### config.mk
export PLATFORM = sky130hd
export DESIGN_NAME = seg7_bcd_scan
export DESIGN_NICKNAME = d
export VERILOG_FILES = /design/src/rtl/seg7_bcd_scan.sv
export SDC_FILE = /design/constraint.sdc
export NUM_CORES = 1
export LEC_CHECK = 0
export ABC_CLOCK_PERIOD_IN_PS = 2750
export CAP_MARGIN = 10
export CORE_MARGIN = 2
export CORE_UTILIZATION = 58
export DETAILED_ROUTE_END_ITERATION = 12
export HOLD_SLACK_MARGIN = 0.06
export PLACE_DENSITY = 0.85
export SETUP_SLACK_MARGIN = 0.05
export SLEW_MARGIN = 40
export SYNTH_ARGS = -nofsm -noshare
export SYNTH_HDL_FRONTEND = slang
export SYNTH_SLANG_ARGS = --single-unit
### constraint.sdc
create_clock -name CLK -period 2.75 [get_ports CLK]
set_input_delay 0.6875 -clock CLK [delete_from_list [all_inputs] [get_ports CLK]]
set_output_delay 0.6875 -clock CLK [all_outputs]
set_load 0.05 [all_outputs]
### src/rtl/seg7_bcd_scan.sv
// 8-bit binary to 3-digit BCD (sequential double-dabble) with a multiplexed common-anode 7-segment driver.
// Optional build macro LEADING_ZERO_BLANK_EN blanks leading zero hundreds/tens digits.
module seg7_bcd_scan #(
    parameter int SCAN_DIV = 50000
) (
    input  logic       CLK,
    input  logic       RST,
    input  logic [7:0] VALUE_i,
    input  logic       LOAD_i,
    output logic       BUSY_o,
    output logic       DONE_o,
    output logic [6:0] SEG_o,
    output logic [2:0] AN_o
);

    localparam int CW = (SCAN_DIV > 1) ? $clog2(SCAN_DIV) : 1;
    localparam logic [CW-1:0] SCAN_LAST = CW'(SCAN_DIV - 1);

    typedef enum logic [1:0] {IDLE, SHIFT, FINISH} state_t;

    state_t        state_q;
    logic [7:0]    bin_q;
    logic [11:0]   bcd_q;
    logic [11:0]   disp_q;
    logic [3:0]    step_q;
    logic          busy_q;
    logic          done_q;
    logic [11:0]   bcdAdj_d;
    logic [CW-1:0] scanCnt_q;
    logic [1:0]    digitIdx_q;
    logic [3:0]    digit;
    logic          blank;

    always_comb begin
        bcdAdj_d = bcd_q;
        for (int i = 0; i < 3; i++) begin
            if (bcd_q[i*4 +: 4] >= 4'd5) begin
                bcdAdj_d[i*4 +: 4] = bcd_q[i*4 +: 4] + 4'd3;
            end
        end
    end

    always_ff @(posedge CLK or negedge RST) begin
        if (!RST) begin
            state_q <= IDLE;
            bin_q   <= '0;
            bcd_q   <= '0;
            disp_q  <= '0;
            step_q  <= '0;
            busy_q  <= 1'b0;
            done_q  <= 1'b0;
        end else begin
            case (state_q)
                IDLE: begin
                    done_q <= 1'b0;
                    if (LOAD_i) begin
                        bin_q   <= VALUE_i;
                        bcd_q   <= '0;
                        step_q  <= '0;
                        busy_q  <= 1'b1;
                        state_q <= SHIFT;
                    end
                end
                SHIFT: begin
                    {bcd_q, bin_q} <= {bcdAdj_d, bin_q} << 1;
                    step_q         <= step_q + 4'd1;
                    if (step_q == 4'd7) begin
                        done_q  <= 1'b1;
                        state_q <= FINISH;
                    end
                end
                FINISH: begin
                    disp_q  <= bcd_q;
                    done_q  <= 1'b0;
                    busy_q  <= 1'b0;
                    state_q <= IDLE;
                end
                default: state_q <= IDLE;
            endcase
        end
    end

    // Scan position runs freely; display updates never disturb it.
    always_ff @(posedge CLK or negedge RST) begin
        if (!RST) begin
            scanCnt_q  <= '0;
            digitIdx_q <= '0;
        end else if (scanCnt_q == SCAN_LAST) begin
            scanCnt_q  <= '0;
            digitIdx_q <= (digitIdx_q == 2'd2) ? 2'd0 : digitIdx_q + 2'd1;
        end else begin
            scanCnt_q <= scanCnt_q + 1'b1;
        end
    end

    always_comb begin
        digit = disp_q[3:0];
        blank = 1'b0;
        AN_o  = 3'b110;
        case (digitIdx_q)
            2'd1: begin
                digit = disp_q[7:4];
                AN_o  = 3'b101;
`ifdef LEADING_ZERO_BLANK_EN
                blank = (disp_q[11:4] == 8'd0);
`endif
            end
            2'd2: begin
                digit = disp_q[11:8];
                AN_o  = 3'b011;
`ifdef LEADING_ZERO_BLANK_EN
                blank = (disp_q[11:8] == 4'd0);
`endif
            end
            default: ;
        endcase
    end

    always_comb begin
        SEG_o = 7'b1111111;
        if (!blank) begin
            case (digit)
                4'd0: SEG_o = 7'b1000000;
                4'd1: SEG_o = 7'b1111001;
                4'd2: SEG_o = 7'b0100100;
                4'd3: SEG_o = 7'b0110000;
                4'd4: SEG_o = 7'b0011001;
                4'd5: SEG_o = 7'b0010010;
                4'd6: SEG_o = 7'b0000010;
                4'd7: SEG_o = 7'b1111000;
                4'd8: SEG_o = 7'b0000000;
                4'd9: SEG_o = 7'b0010000;
                default: SEG_o = 7'b1111111;
            endcase
        end
    end

    assign BUSY_o = busy_q;
    assign DONE_o = done_q;

endmodule

== After elaboration in Yosys (flattened, before gate mapping) ==
Memories as Yosys holds them, arrays and structs flattened.
Cells that the tools add are included.

* Add/sub/neg operators: 6
* Multiply operators: 0
* Divide/modulo/power cells: 0
* Magnitude comparators: 3
* Equality and inequality tests: 8
* Shift operators: 0
* Mux-type cells: 20
* Bitwise logic cells: 0
* Reduce and logical (&&, ||, !) cells: 9

{| class="wikitable"
|+ Operator list
! operator !! count
|-
| case mux 12 bit (2 select lines) || 1
|-
| adder 16 x 1 -> 16 bit, second input constant || 1
|-
| == test 16 bit, second input constant || 1
|-
| two-way mux 16 bit || 1
|-
| case mux 4 bit (2 select lines) || 2
|-
| case mux 8 bit (2 select lines) || 1
|-
| greater-or-equal comparator 4 x 3 -> 1 bit, second input constant || 3
|-
| two-way mux 12 bit || 1
|-
| two-way mux 4 bit || 3
|-
| adder 4 x 2 -> 4 bit, second input constant || 2
|-
| two-way mux 8 bit || 1
|-
| AND reduction 2 bit || 4
|-
| two-way mux 2 bit || 3
|-
| case mux 3 bit (2 select lines) || 1
|-
| nonzero test 2 bit || 3
|-
| adder 4 x 1 -> 4 bit, second input constant || 1
|-
| == test 2 x 1 -> 1 bit, second input constant || 2
|-
| == test 2 bit, second input constant || 2
|-
| == test 4 x 3 -> 1 bit, second input constant || 1
|-
| != test 2 bit, second input constant || 2
|-
| case mux 1 bit (2 select lines) || 2
|-
| case mux 2 bit (2 select lines) || 1
|-
| adder 3 x 2 -> 3 bit, second input constant || 1
|-
| two-way mux 3 bit || 1
|-
| 4 further kinds || 5
|}

* Flip-flop bits (word level): 58
* Bits in latches: 0
* Memory bits (writable): 0
* Bits in read-only memories: 112
* Input bits: 11
* Logic and storage cells: 56
* Memories: 1

{| class="wikitable"
|+ Memories
! name !! depth !! width !! rd ports !! clocked after Yosys merged registers in !! write ports !! RTL line !! RTL
|-
| (name not given) || 16 || 7 || 1 || 0 || 0 || 122 || <nowiki>case (digit)</nowiki>
|}

== Logic depth before layout (Yosys ltp) ==
Gate-level depths: netlist (run 1).

* Depth in word-level cells: 4
* Gate-level depth with buffers: 9
* Mapped depth without buffers: 8

== Worst setup path before layout (run 1) ==
OpenSTA, ideal clock, no wires.

* Path type: register to output
* Start point: register digitIdx_q[0]
* End point: output port SEG_o[1]
* Data arrival time: 3.083 ns
* Data required time: 2.062 ns
* Setup slack: -1.021 ns
* Cell stages (with the launch flop): 9
* Buffers on the path: 1
* Cell sequence: dfrtp_1 -> inv_1 -> ha_1 -> buf_2 -> nor2_1 -> a21oi_1 -> inv_1 -> ha_1 -> o21ai_0

* Longest elaborated chain between the ends: 3

{| class="wikitable"
|+ Ends and longest elaborated chain
! item !! RTL line !! RTL
|-
| from (decl) || 30 || <nowiki>logic [1:0] digitIdx_q;</nowiki>
|-
| from (signal assigned) || 90 || <nowiki>digitIdx_q <= (digitIdx_q == 2'd2) ? 2'd0 : digitIdx_q + 2'd1;</nowiki>
|-
| == test 2 bit / == test 2 x 1 -> 1 bit (equally long branches) || 100 || <nowiki>case (digitIdx_q)</nowiki>
|-
| case mux 4 bit (2 select lines) (*) || 100 ||
|-
| memory read (16 x 7 bit) (*) || n/a ||
|-
| to (decl) || 12 || <nowiki>output logic [6:0] SEG_o,</nowiki>
|}

Every way passes the cells marked *; elsewhere a longest branch is shown, timed or not.

== Worst setup path after layout (run 1) ==
* Start point: register digitIdx_q[0]
* End point: output port SEG_o[5]

Same word-level chain as after synthesis.

==> summary.md, run 1 <==
| Metric | Value |
|---|---|
| Length in cells of the worst reg-to-reg path | 5 |
| Clock transition at the registers of the reported paths | 0.07 ns |
| Final max-slew violation count | 0 |
| Critical-path cell list | inv_4, ha_4, buf_4, a21oi_4, a211oi_2, a31oi_4, buf_12 |
| Worst min-delay path category | input port to asynchronous set/reset pin |
| FF-to-FF Start | scanCnt_q[0] |
| Post-synthesis cell area | ~3000 sq um |
| Total power after layout | 4480 uW |
| Total clock buffers created by CTS | 9 |
| Die Area | roughly 5700 sq um |
| Clock Tree Root | clkbuf_8 |
| Largest fanout on the critical path | 8 |
| Arrival time at the worst endpoint | around 2.1 ns |
| Global routing usage summed across all routing layers | 26.6% |
| Summed negative setup slack over all endpoints | -0.253 ns |
| Width of the die | 75.7 um |
| Share of cell area taken by muxes after synthesis | about 6.8% |
| Sequential Power Share | approximately 30% |
| Post-synthesis cell type count | 34 |
| Share of the synthesized area in compound gates (AO/OA/AOI/OAI) | 14.2% |
| Number of flip-flops and latches in the synthesized netlist | 58 |
| Die Span Y | 75.7 um |
| DRC violation count after routing | 0 |
| Max Clock Freq | 355 MHz |
| Element type at the critical path end | output pin |
| Number of DRC markers in iteration 0 | around 120 |
| # Max-Cap Violations | 0 |
| Slowest cell on the critical path | dfrtp_2 |
| Top post-synthesis cells by area | dfrtp_1, ha_1, mux2_2 |
| Post-detailed-route via-to-cell ratio | 5.68 |
| First drt pass iteration count | 4 |
| Critical Path Max Stage Delay | around 0.45 ns |
| Post-synthesis xor/xnor area fraction | approximately 5.0% |
| Required @ worst endpoint | between 2 and 2.5 ns |
| Busiest grt layer | met2 |
| Critical path startpoint category | flop |
| Clock tree from TritonCTS | yes |
| Failing checks | setup timing |
| Simple-gate portion of the synthesized area | between 10% and 20% |
| Net switching power | roughly 1800 uW |
| Count of mapped cells out of synthesis | 293 |
| Number of H-tree branching levels | 3 |
| Via Count | 2318 |
| Top post-synthesis cells by count | dfrtp_1, o21ai_0, a21oi_1 |
| Proportion of register bits with asynchronous set or reset after synthesis | 100% |
| Effective utilization at floorplan | between 50% and 60% |
| Global routing met1 resource utilization | 33.2% |
| Wire length per cell after detailed routing | roughly 17 um |
| Final Setup Violations | 7 |
| Worst IR Drop VDD | slightly below 0.7 mV |
| Syn nets | ~320 |
| Internal | 2630 uW |
| Startpoint-to-endpoint class of the critical path | flop to output pin |
| Clock latency at the later pin of the worst-skew pair | around 0.34 ns |
| IO Count | 23 |
| Transition time at the pin with the least slew margin | about 0.63 ns |
| Largest net degree at the start of global routing | 34 |
| Clock sink count | 58 |
| Hold Buf Count CTS | 0 |
| Floorplan Core Area | between 5000 and 6000 sq um |
| Final cycle utilization of the critical path | 102% |
| Cell row count | 26 |
| Largest family of logic cells by synthesized area | simple AND/OR/NAND/NOR gates |
| Most used flip-flop cell after synthesis | dfrtp_1 |
| Leading cell type by number of instances after synthesis | dfrtp_1 |
| Final Routed Wirelength | approximately 6700 um |
| Post-Place Worst Slack | 0.0548 ns |
| Net switching share of the total power | about two fifths |
| Via count of the first global-routing pass | between 2000 and 2500 |
| Final period demand of the worst path | 2.82 ns |
| Warnings, synthesis | 0 |
| Count of flip-flops with a built-in enable after synthesis | 0 |
| Share of cells above drive strength 1 | 27.2% |
| Antenna fix cells | 0 |
| Areal power density over the cells | around 1100 nW/um^2 |
| Combinational fraction of design power | between 50% and 60% |
| Top cell type's share of synthesized area | slightly below 50% |
| Number of buffers between clock root and the deepest sink | 2 |
| Share of power burned in the clock network | approximately a fifth |
| Buffers on Ports | 22 |
| Leak pwr | ~0.0017 uW |
| Setup repair after global routing missed its margin | true |
| Mean Syn Cell Area | between 10 and 15 sq um |
| Post-layout util | between 70% and 80% |
| Layout Skew | around 0.0045 ns |
| Run status | finished with violations |
| Placer Congestion | around 0.84 |
| Wire length of the first global-routing pass | approximately 11000 um |
| Global-route track usage on met3 | approximately 7% |
| Final worst-path setup slack | -0.0668 ns |
| Initial antenna violation count | 0 |
| Met2 usage in global routing | about 45% |
| Syn-to-layout area delta | 31.1% |
| Sequential fraction of the synthesis area | 48.7% |
| Final Hold Violating Endpoints | 0 |
| Count of nets left with antenna violations after detail routing | 0 |
| Adder and majority cell fraction of the synthesized area | under 10% |
| Setup slack on the worst flop-to-flop path | 0.74 ns |
| Final global-route overflow total | 0 |
| Estimated wirelength of the detail-placed design | ~4200 um |
| Endpoint of the worst-slack reg-to-reg timing path | digitIdx_q[0] |
| Library cell occupying the most area in the post-synthesis netlist | dfrtp_1 |
| Max-Slew Margin vs Limit | slightly below 60% |
| Count of nets after finishing | roughly 360 |
==> power groups by stage <==
stage	combinational [uW]	sequential [uW]	clock, uW
CTS	2210	1350	866
finish	2260	1360	858
detailed placement	2050	1350	0
global placement	1960	1340	0
global route	2430	1400	908
floorplan	1320	1310	0
==> area by class of cell <==
cell class	instances	area (sq um)
multi-input combinational	206	1640
inverter	18	70.1
clock inverter	7	93.8
timing repair buffer	40	439
sequential	58	1450
clock buffer	9	124
tap	70	87.6
fill	332	1140
==> how the worst max path moves through the flow <==
stage                   from       end  slack (ns)  depth (start not counted)
3_3_place_gp   digitIdx_q[0]  SEG_o[3]        0.17                          9
6_report       digitIdx_q[0]  SEG_o[5]       -0.07                          7
4_1_cts        digitIdx_q[0]  SEG_o[4]       -0.02                          8
3_5_place_dp   digitIdx_q[0]  SEG_o[3]        0.05                          9
5_1_grt        digitIdx_q[0]  SEG_o[0]       -0.13                          9
2_1_floorplan  digitIdx_q[0]  SEG_o[1]        0.03                          8
==> cell families after synthesis <==
kind of cell | Yosys count
and+or+nand+nor | 85
AOI/OAI and AO/OA | 71
DFF | 58
buffers and inverters | 29
muxes | 18
xor gates and xnor gates | 17
adders and majority gates | 15
==> worst max-delay path, delay by kind of cell (launching register included) <==
family | cells | cell delay (ns)
compound gates | 3 | 0.71
buf+inv | 3 | 0.40
flops | 1 | 0.45
fa+ha+maj | 1 | 0.23
==> cells in the final DEF, fill, tap and decap left out, types with 3 or more instances in the layout <==
| master | Yosys | final |
|---|---|---|
| nand3_1 | 12 | 10 |
| a22oi_2 | 0 | 4 |
| a21oi_4 | 0 | 3 |
| nor2_1 | 16 | 15 |
| nand4_1 | 6 | 6 |
| buf_12 | 0 | 8 |
| xor2_1 | 9 | 9 |
| dfrtp_1 | 58 | 57 |
| o21ai_0 | 23 | 21 |
| nor2b_1 | 11 | 11 |
| nor3_1 | 8 | 7 |
| inv_1 | 18 | 15 |
| a21oi_1 | 22 | 17 |
| clkbuf_8 | 0 | 9 |
| clkdlybuf4s50_1 | 0 | 13 |
| a22o_1 | 4 | 4 |
| mux2_2 | 14 | 14 |
| buf_4 | 2 | 15 |
| a22oi_1 | 11 | 7 |
| xnor2_1 | 8 | 8 |
| ha_1 | 15 | 9 |
| ha_4 | 0 | 5 |
| nand2_1 | 20 | 19 |
| nand2b_1 | 4 | 4 |
==> repair_timing <==
| action | in CTS | in global routing |
|---|---|---|
| resized for setup | 26 | 7 |
| setup buffers | 10 | 1 |
| pin swaps | 9 | 6 |
| setup endpoints to repair | 8 | 7 |
| gates cloned | 0 | 0 |
==> flip-flops by register name, indices dropped and copies added (netlist names) <==
signal and count:
scanCnt_q 16, bin_q 8, BUSY_o 1, disp_q 12
step_q 4, DONE_o 1, digitIdx_q 2, bcd_q 12
state_q 2
==> through the flow <==
| step | hold slack (ns) | instance area (sq um) | cells |
|---|---|---|---|
| floorplan | 0.392 | 3080 | 293 |
| global placement | 0.462 | 3470 | 382 |
| detailed placement | 0.484 | 3470 | 382 |
| CTS | 0.375 | 3870 | 407 |
| global route | 0.395 | 3910 | 408 |
| finish | 0.364 | 3910 | 408 |
==> routing by layer <==
metal | part of all wire, % | vias up
met2 | 52 | 48
met5 | 0 | -
li1 | - | 1106
met4 | 2.6 | 0
met3 | 3.3 | 18
met1 | 42 | 1146
No activity file was read; power rests on OpenSTA's default activity.
==> inputs of run 2 (changes only) <==
--- a/config.mk
+++ b/config.mk
@@ -5,13 +5,13 @@
 export SDC_FILE = /design/constraint.sdc
 export NUM_CORES = 1
 export LEC_CHECK = 0
-export ABC_CLOCK_PERIOD_IN_PS = 2750
+export ABC_CLOCK_PERIOD_IN_PS = 2300
 export CAP_MARGIN = 10
 export CORE_MARGIN = 2
-export CORE_UTILIZATION = 58
+export CORE_UTILIZATION = 52
 export DETAILED_ROUTE_END_ITERATION = 12
 export HOLD_SLACK_MARGIN = 0.06
-export PLACE_DENSITY = 0.85
+export PLACE_DENSITY = 0.81
 export SETUP_SLACK_MARGIN = 0.05
 export SLEW_MARGIN = 40
 export SYNTH_ARGS = -nofsm -noshare
==> constraint.sdc (replaced) <==
create_clock -name CLK -period 2.3 [get_ports CLK]
set_input_delay 0.575 -clock CLK [delete_from_list [all_inputs] [get_ports CLK]]
set_output_delay 0.575 -clock CLK [all_outputs]
set_load 0.05 [all_outputs]
==> summary.md, run 2 (synthesis results as in run 1) <==
| Metric | Value |
|---|---|
| Largest fanout on the critical path | 5 (-3) |
| Max Clock Freq | roughly 370 MHz |
| Met1 Routed Length | 2910 um (+2.0%) |
| Final cycle utilization of the critical path | 117% |
| Required @ worst endpoint | 1.73 ns (-0.33 ns) |
| Syn-to-layout area delta | 34.9% |
| Number of flip-flops in the largest register | 16 (unchanged) |
| Number of buffers between clock root and the deepest sink | 2 (unchanged) |
| Final max-slew violation count | 0 (unchanged) |
| Top routing layer in use | met4 |
| Layout Skew | 0.00764 ns (+0.00314 ns) |
| Post-layout util | 73.0% (-4.5 points) |
| Met2 layer wire length in the routed design | 3150 um (-9.7%) |
| Die Span Y | 79.7 um (+5.3%) |
| Clock tree from TritonCTS | yes |
| Via Count | 2377 (+2.5%) |
| IO Count | 23 (unchanged) |
| Count of nets left with antenna violations after detail routing | 0 (unchanged) |
| Count of nets after finishing | 374 (+4.2%) |
| Number of H-tree branching levels | 3 (unchanged) |
| Leak pwr | 0.00178 uW (+5.0%) |
| Total power after layout | 5280 uW (+18%) |
| Length in cells of the worst reg-to-reg path | 5 (unchanged) |
| Worst IR Drop VDD | 1.24 mV (+78%) |
| Placed standard-cell area | 3600 sq um (+3.6%) |
| Startpoint-to-endpoint class of the critical path | flop to output pin |
| Die Area | 6350 sq um (+11%) |
| Antenna fix cells | 0 (unchanged) |
| Initial antenna violation count | 0 (unchanged) |
| Top reg by flops | scanCnt_q |
| Wire length of the first global-routing pass | 10700 um (-3.8%) |
| Placer Congestion | 0.816 (-2.9%) |
| Number of DRC markers in iteration 0 | 104 (-11%) |
| Transition time at the pin with the least slew margin | 0.543 ns (-0.0906 ns) |
| Largest registers | scanCnt_q: 16 flops, bcd_q: 12 flops, disp_q: 12 flops |
| Most frequent standard cell in the layout excluding fill and tap cells | dfrtp_1 |
| Via count of the first global-routing pass | 2367 (+4.3%) |
| Final Routed Wirelength | 6350 um (-5.7%) |
| Amount of wire on met3 after detailed routing | 211 um (-5.0%) |
| Max-Slew Margin vs Limit | 63.8% (+6.0 points) |
| Final Setup Violations | 7 (unchanged) |
| Clock transition at the registers of the reported paths | 0.07 ns (about the same) |
| Areal power density over the cells | 1310 nW/um^2 (+15%) |
| Arrival time at the worst endpoint | 2.11 ns (-0.02 ns) |
| Floorplan Core Area | 5510 sq um (+9.2%) |
| Clock Tree Root | clkbuf_8 |
| Final period demand of the worst path | about 2.7 ns |
| Cell row count | 27 (+3.8%) |
| Post-detailed-route via-to-cell ratio | 5.59 (-1.6%) |
| Element type at the critical path end | output pin |
| Final Hold Violating Endpoints | 0 (unchanged) |
| Worst min-delay path category | input port to asynchronous set/reset pin |
| Critical path startpoint category | flop |
| First drt pass iteration count | 4 (unchanged) |
| Failing checks | setup timing |
| # Max-Cap Violations | 0 (unchanged) |
| Effective utilization at floorplan | 54.1% (-5.0 points) |
| Wire length per cell after detailed routing | 14.9 um (-9.5%) |
| Final global-route overflow total | 0 (unchanged) |
| Share of cells above drive strength 1 | 32.3% (+5.1 points) |
| Width of the die | 79.7 um (+5.3%) |
| Estimated wirelength of the detail-placed design | 4310 um (+3.5%) |
| Commonest non-fill, non-tap cells in the layout | dfrtp_1, buf_4, o21ai_0 |
| Final Instance Area | 4020 sq um (+2.9%) |
| Buffers on Ports | 22 (unchanged) |
| DRC violation count after routing | 0 (unchanged) |
| Final worst-path setup slack | -0.383 ns (-0.316 ns) |
| Clock sink count | 58 (unchanged) |
| Largest net degree at the start of global routing | 38 (+12%) |
| Clock latency at the later pin of the worst-skew pair | 0.34 ns (about the same) |
| Total clock buffers created by CTS | 9 (unchanged) |
| Post-Place Worst Slack | -0.134 ns (-0.189 ns) |
| Global routing usage summed across all routing layers | 21.9% (-4.7 points) |
| Run status | finished with violations |
| Setup repair after global routing missed its margin | true |
==> run 2: cell count changes in the layout (fill, tap and decap cells not counted), sizes merged <==
cell           previous run  this run
buf                      26        44
clkinvlp                  2         1
dlygate4sd2               1         0
clkbuf                    9        11
clkdlybuf4s50            13        11
bufinv                    2         1
==> run 2: stage by stage <==
step           TNS (ns)  hold slack [ns]  cells
5_1_grt           -3.18            0.251    425
3_5_place_dp     -0.559            0.481    399
2_1_floorplan    -0.687            0.279    293
4_1_cts           -2.43            0.209    424
6_report          -2.49            0.224    425
3_3_place_gp     -0.165            0.472    399
==> run 2: worst paths after layout <==
check | slack (ns) | end | startpoint
worst max-delay path | -0.38 | SEG_o[5] | digitIdx_q[1]
worst min-delay path | 0.22 | bin_q[2] | RST
worst max register to register | 0.40 | digitIdx_q[0] | scanCnt_q[0]
worst min register to register | 0.49 | scanCnt_q[0] | scanCnt_q[0]
max in group asynchronous | 1.50 | disp_q[10] | RST
min in group CLK | 0.49 | scanCnt_q[0] | scanCnt_q[0]
==> run 2: layer usage <==
metal | vias to the layer above | global-route usage, %
met5 | - | 0
met4 | 0 | 10.3
met3 | 7 | 5.32
met2 | 52 | 34.2
met1 | 1171 | 28.8
li1 | 1147 | -
==> run 2: power by group <==
group / leakage (uW) / switching [uW] / internal [uW] / total [uW]
Combinational: 0.000923 / 1450 / 1270 / 2720
Sequential: 0.000756 / 295 / 1320 / 1610
Clock: 0.000105 / 400 / 553 / 953
Total: 0.00178 / 2140 / 3140 / 5280
==> run 2: critical path, stage by stage (launching register included) <==
cell	delay, ns
dfrtp_1	0.41
buf_4	0.15
ha_4	0.17
a22oi_2	0.20
a21oi_4	0.12
buf_4	0.15
buf_4	0.13
a211oi_2	0.21
a31oi_4	0.06
buf_12	0.16
==> run 2: area by class of cell <==
| cell class | count | area [sq um] |
|---|---|---|
| clock buffers | 11 | 151 |
| clock inverters | 5 | 52.6 |
| fillers | 362 | 1490 |
| inverters | 18 | 67.6 |
| multi-input cells | 206 | 1670 |
| flip-flops and latches | 58 | 1450 |
| well taps | 72 | 90.1 |
| repair buffers | 55 | 539 |
==> run 2: timing repair <==
action,4_1_cts,5_1_grt
setup endpoints to repair,7,7
gates resized for setup,22,6
buffers inserted,9,1
pin swaps,7,3
hold buffers,0,0
==> inputs of run 3 (changes only) <==
--- a/config.mk
+++ b/config.mk
@@ -11,6 +11,7 @@
 export CORE_UTILIZATION = 52
 export DETAILED_ROUTE_END_ITERATION = 12
 export HOLD_SLACK_MARGIN = 0.06
+export MAX_ROUTING_LAYER = met4
 export PLACE_DENSITY = 0.81
 export SETUP_SLACK_MARGIN = 0.05
 export SLEW_MARGIN = 40
==> summary.md, run 3 (synthesis results as in run 1) <==
| Metric | Value |
|---|---|
| Final global-route overflow total | 0 (unchanged) |
| Via count of the first global-routing pass | 2359 (-0.34%) |
| Number of flip-flops in the largest register | 16 (unchanged) |
| Clock Tree Root | clkbuf_8 |
| Element type at the critical path end | output pin |
| Final-layout fill cell count | 362 (unchanged) |
| Post-layout util | 73.0% (unchanged) |
| Count of nets after finishing | 374 (unchanged) |
| Global routing usage summed across all routing layers | 22.5% (+0.53 points) |
| Final Hold Violating Endpoints | 0 (unchanged) |
| Clock latency at the later pin of the worst-skew pair | 0.33 ns (about the same) |
| Net switching power | 2140 uW (-0.19%) |
| Final Instance Count excl. Fillers | 425 (unchanged) |
| Number of H-tree branching levels | 3 (unchanged) |
| Buffers on Ports | 22 (unchanged) |
| Setup repair after global routing missed its margin | true |
| Estimated wirelength of the detail-placed design | 4310 um (unchanged) |
| Run status | finished with violations |
| Width of the die | 79.7 um (unchanged) |
| Post-detailed-route via-to-cell ratio | 5.56 (-0.50%) |
| DRC violation count after routing | 0 (unchanged) |
| Die Area | 6350 sq um (unchanged) |
| First drt pass iteration count | 4 (unchanged) |
| # Max-Cap Violations | 0 (unchanged) |
| Effective utilization at floorplan | 54.1% (unchanged) |
| Number of DRC markers in iteration 0 | 111 (+6.7%) |
| IO Count | 23 (unchanged) |
| Share of power burned in the clock network | 18.0% (about the same) |
| Antenna fix cells | 0 (unchanged) |
| Sequential Power Share | 30.5% (about the same) |
| Leak pwr | 0.00178 uW (unchanged) |
| Final cycle utilization of the critical path | 117% (about the same) |
| Wire length of the first global-routing pass | 10600 um (-0.25%) |
| Most frequent standard cell in the layout excluding fill and tap cells | dfrtp_1 |
| Internal | 3140 uW (about the same) |
| Critical path startpoint category | flop |
| Startpoint-to-endpoint class of the critical path | flop to output pin |
| Largest registers | scanCnt_q: 16 flops, bcd_q: 12 flops, disp_q: 12 flops |
| Worst IR Drop VDD | 1.24 mV (about the same) |
| Combinational fraction of design power | 51.5% (about the same) |
| Critical-path cell list | inv_2, ha_4, nor2_4, a21oi_4, ha_2, inv_2, a31oi_4, buf_12 |
| Clock sink count | 58 (unchanged) |
| Areal power density over the cells | 1310 nW/um^2 (about the same) |
| Syn-to-layout area delta | 34.9% (unchanged) |
| Dpl cells | 399 (unchanged) |
| Failing checks | setup timing |
| Net switching share of the total power | 40.5% (-0.048 points) |
| Cell row count | 27 (unchanged) |
| Clock transition at the registers of the reported paths | 0.07 ns (about the same) |
| Final worst-path setup slack | -0.380 ns (+0.00265 ns) |
| Layout Skew | 0.00593 ns (-0.00171 ns) |
| Transition time at the pin with the least slew margin | 0.541 ns (-0.00184 ns) |
| Clock tree from TritonCTS | yes |
| Commonest non-fill, non-tap cells in the layout | dfrtp_1, buf_4, o21ai_0 |
| Largest fanout on the critical path | 8 (+3) |
| Top reg by flops | scanCnt_q |
| Most frequent cell on the critical path | inv_2 |
| Final period demand of the worst path | 2.68 ns (-0.00265 ns) |
| Die Span Y | 79.7 um (unchanged) |
| Max-Slew Margin vs Limit | 63.9% (+0.12 points) |
| Arrival time at the worst endpoint | 2.11 ns (about the same) |
| Required @ worst endpoint | 1.73 ns (about the same) |
| Max Clock Freq | 373 MHz (about the same) |
| Total clock buffers created by CTS | 9 (unchanged) |
| Wire length per cell after detailed routing | 14.8 um (-0.96%) |
| Slowest cell on the critical path | dfrtp_1 |
| Final Routed Wirelength | 6290 um (-0.96%) |
| Largest net degree at the start of global routing | 38 (unchanged) |
| Final max-slew violation count | 0 (unchanged) |
| Initial antenna violation count | 0 (unchanged) |
| Count of nets left with antenna violations after detail routing | 0 (unchanged) |
| Floorplan Core Area | 5510 sq um (unchanged) |
| Worst min-delay path category | input port to asynchronous set/reset pin |
| Placer Congestion | 0.828 (+1.5%) |
| Hold Buf Count CTS | 0 (unchanged) |
| Final Setup Violations | 7 (unchanged) |
| Number of buffers between clock root and the deepest sink | 2 (unchanged) |
| Via Count | 2365 (-0.50%) |
| Share of cells above drive strength 1 | 32.3% (unchanged) |
| Critical Path Max Stage Delay | 0.39 ns (-0.02 ns) |
-- run 3: critical path, delay by kind of cell, from the launching register on --
family / cells / cell delay, ns
AO/OA/AOI/OAI: 2 / 0.41
AND/OR/NAND/NOR: 1 / 0.05
flip-flops: 1 / 0.39
buffers and inverters: 3 / 0.30
adder cells (fa/ha/maj): 2 / 0.62
-- run 3: power by group through the flow --
stage          clock (uW)  combinational [uW]  sequential, uW
2_1_floorplan           0                1670            1570
3_3_place_gp            0                2360            1600
3_5_place_dp            0                2440            1620
4_1_cts               971                2660            1610
5_1_grt              1020                2920            1650
6_report              948                2720            1610
-- run 3: worst paths after layout --
path	end	from	slack, ns	cells past startpoint
worst min register to register	scanCnt_q[0]	scanCnt_q[0]	0.49	1
worst max-delay path	SEG_o[5]	digitIdx_q[1]	-0.38	8
min in group CLK	scanCnt_q[0]	scanCnt_q[0]	0.49	1
max in group asynchronous	scanCnt_q[14]	RST	1.51	2
worst max register to register	digitIdx_q[0]	scanCnt_q[0]	0.40	5
worst min-delay path	bin_q[2]	RST	0.23	1
-- run 3: final cells by class --
type / count / area (sq um) / share of cell area (%)
flip-flops and latches: 58 / 1450 / 36.1
multi-input cells: 206 / 1670 / 41.5
repair buffers: 55 / 539 / 13.4
clock buffers: 11 / 151 / 3.77
well taps: 72 / 90.1 / 2.24
inverters: 18 / 67.6 / 1.68
clock inverters: 5 / 52.6 / 1.31
-- run 3: timing repair --
item	CTS	global route
hold endpoints to repair	0	0
cloned	0	0
buffers inserted	9	1
endpoints found under the setup margin	7	7
resized for setup	22	6
pin swaps	7	3
-- run 3: stage by stage --
stage	hold slack, ns	total power [uW]	instance area, sq um	setup WS (ns)	setup TNS (ns)
finish	0.226	5280	4020	-0.380	-2.48
global route	0.251	5590	4020	-0.495	-3.18
CTS	0.209	5240	3980	-0.382	-2.43
detailed placement	0.481	4060	3600	-0.134	-0.559
global placement	0.472	3960	3600	-0.0503	-0.165
floorplan	0.279	3230	3150	-0.125	-0.687
-- run 3: metal layers --
metal  vias to the layer above  part of all wire (%)  GRT usage, %
met5                         -                     0             -
met4                         0                  0.57          10.3
met3                         6                   3.1          5.32
met2                        45                    51          34.2
met1                      1167                    45          28.6
li1                       1147                     -             -
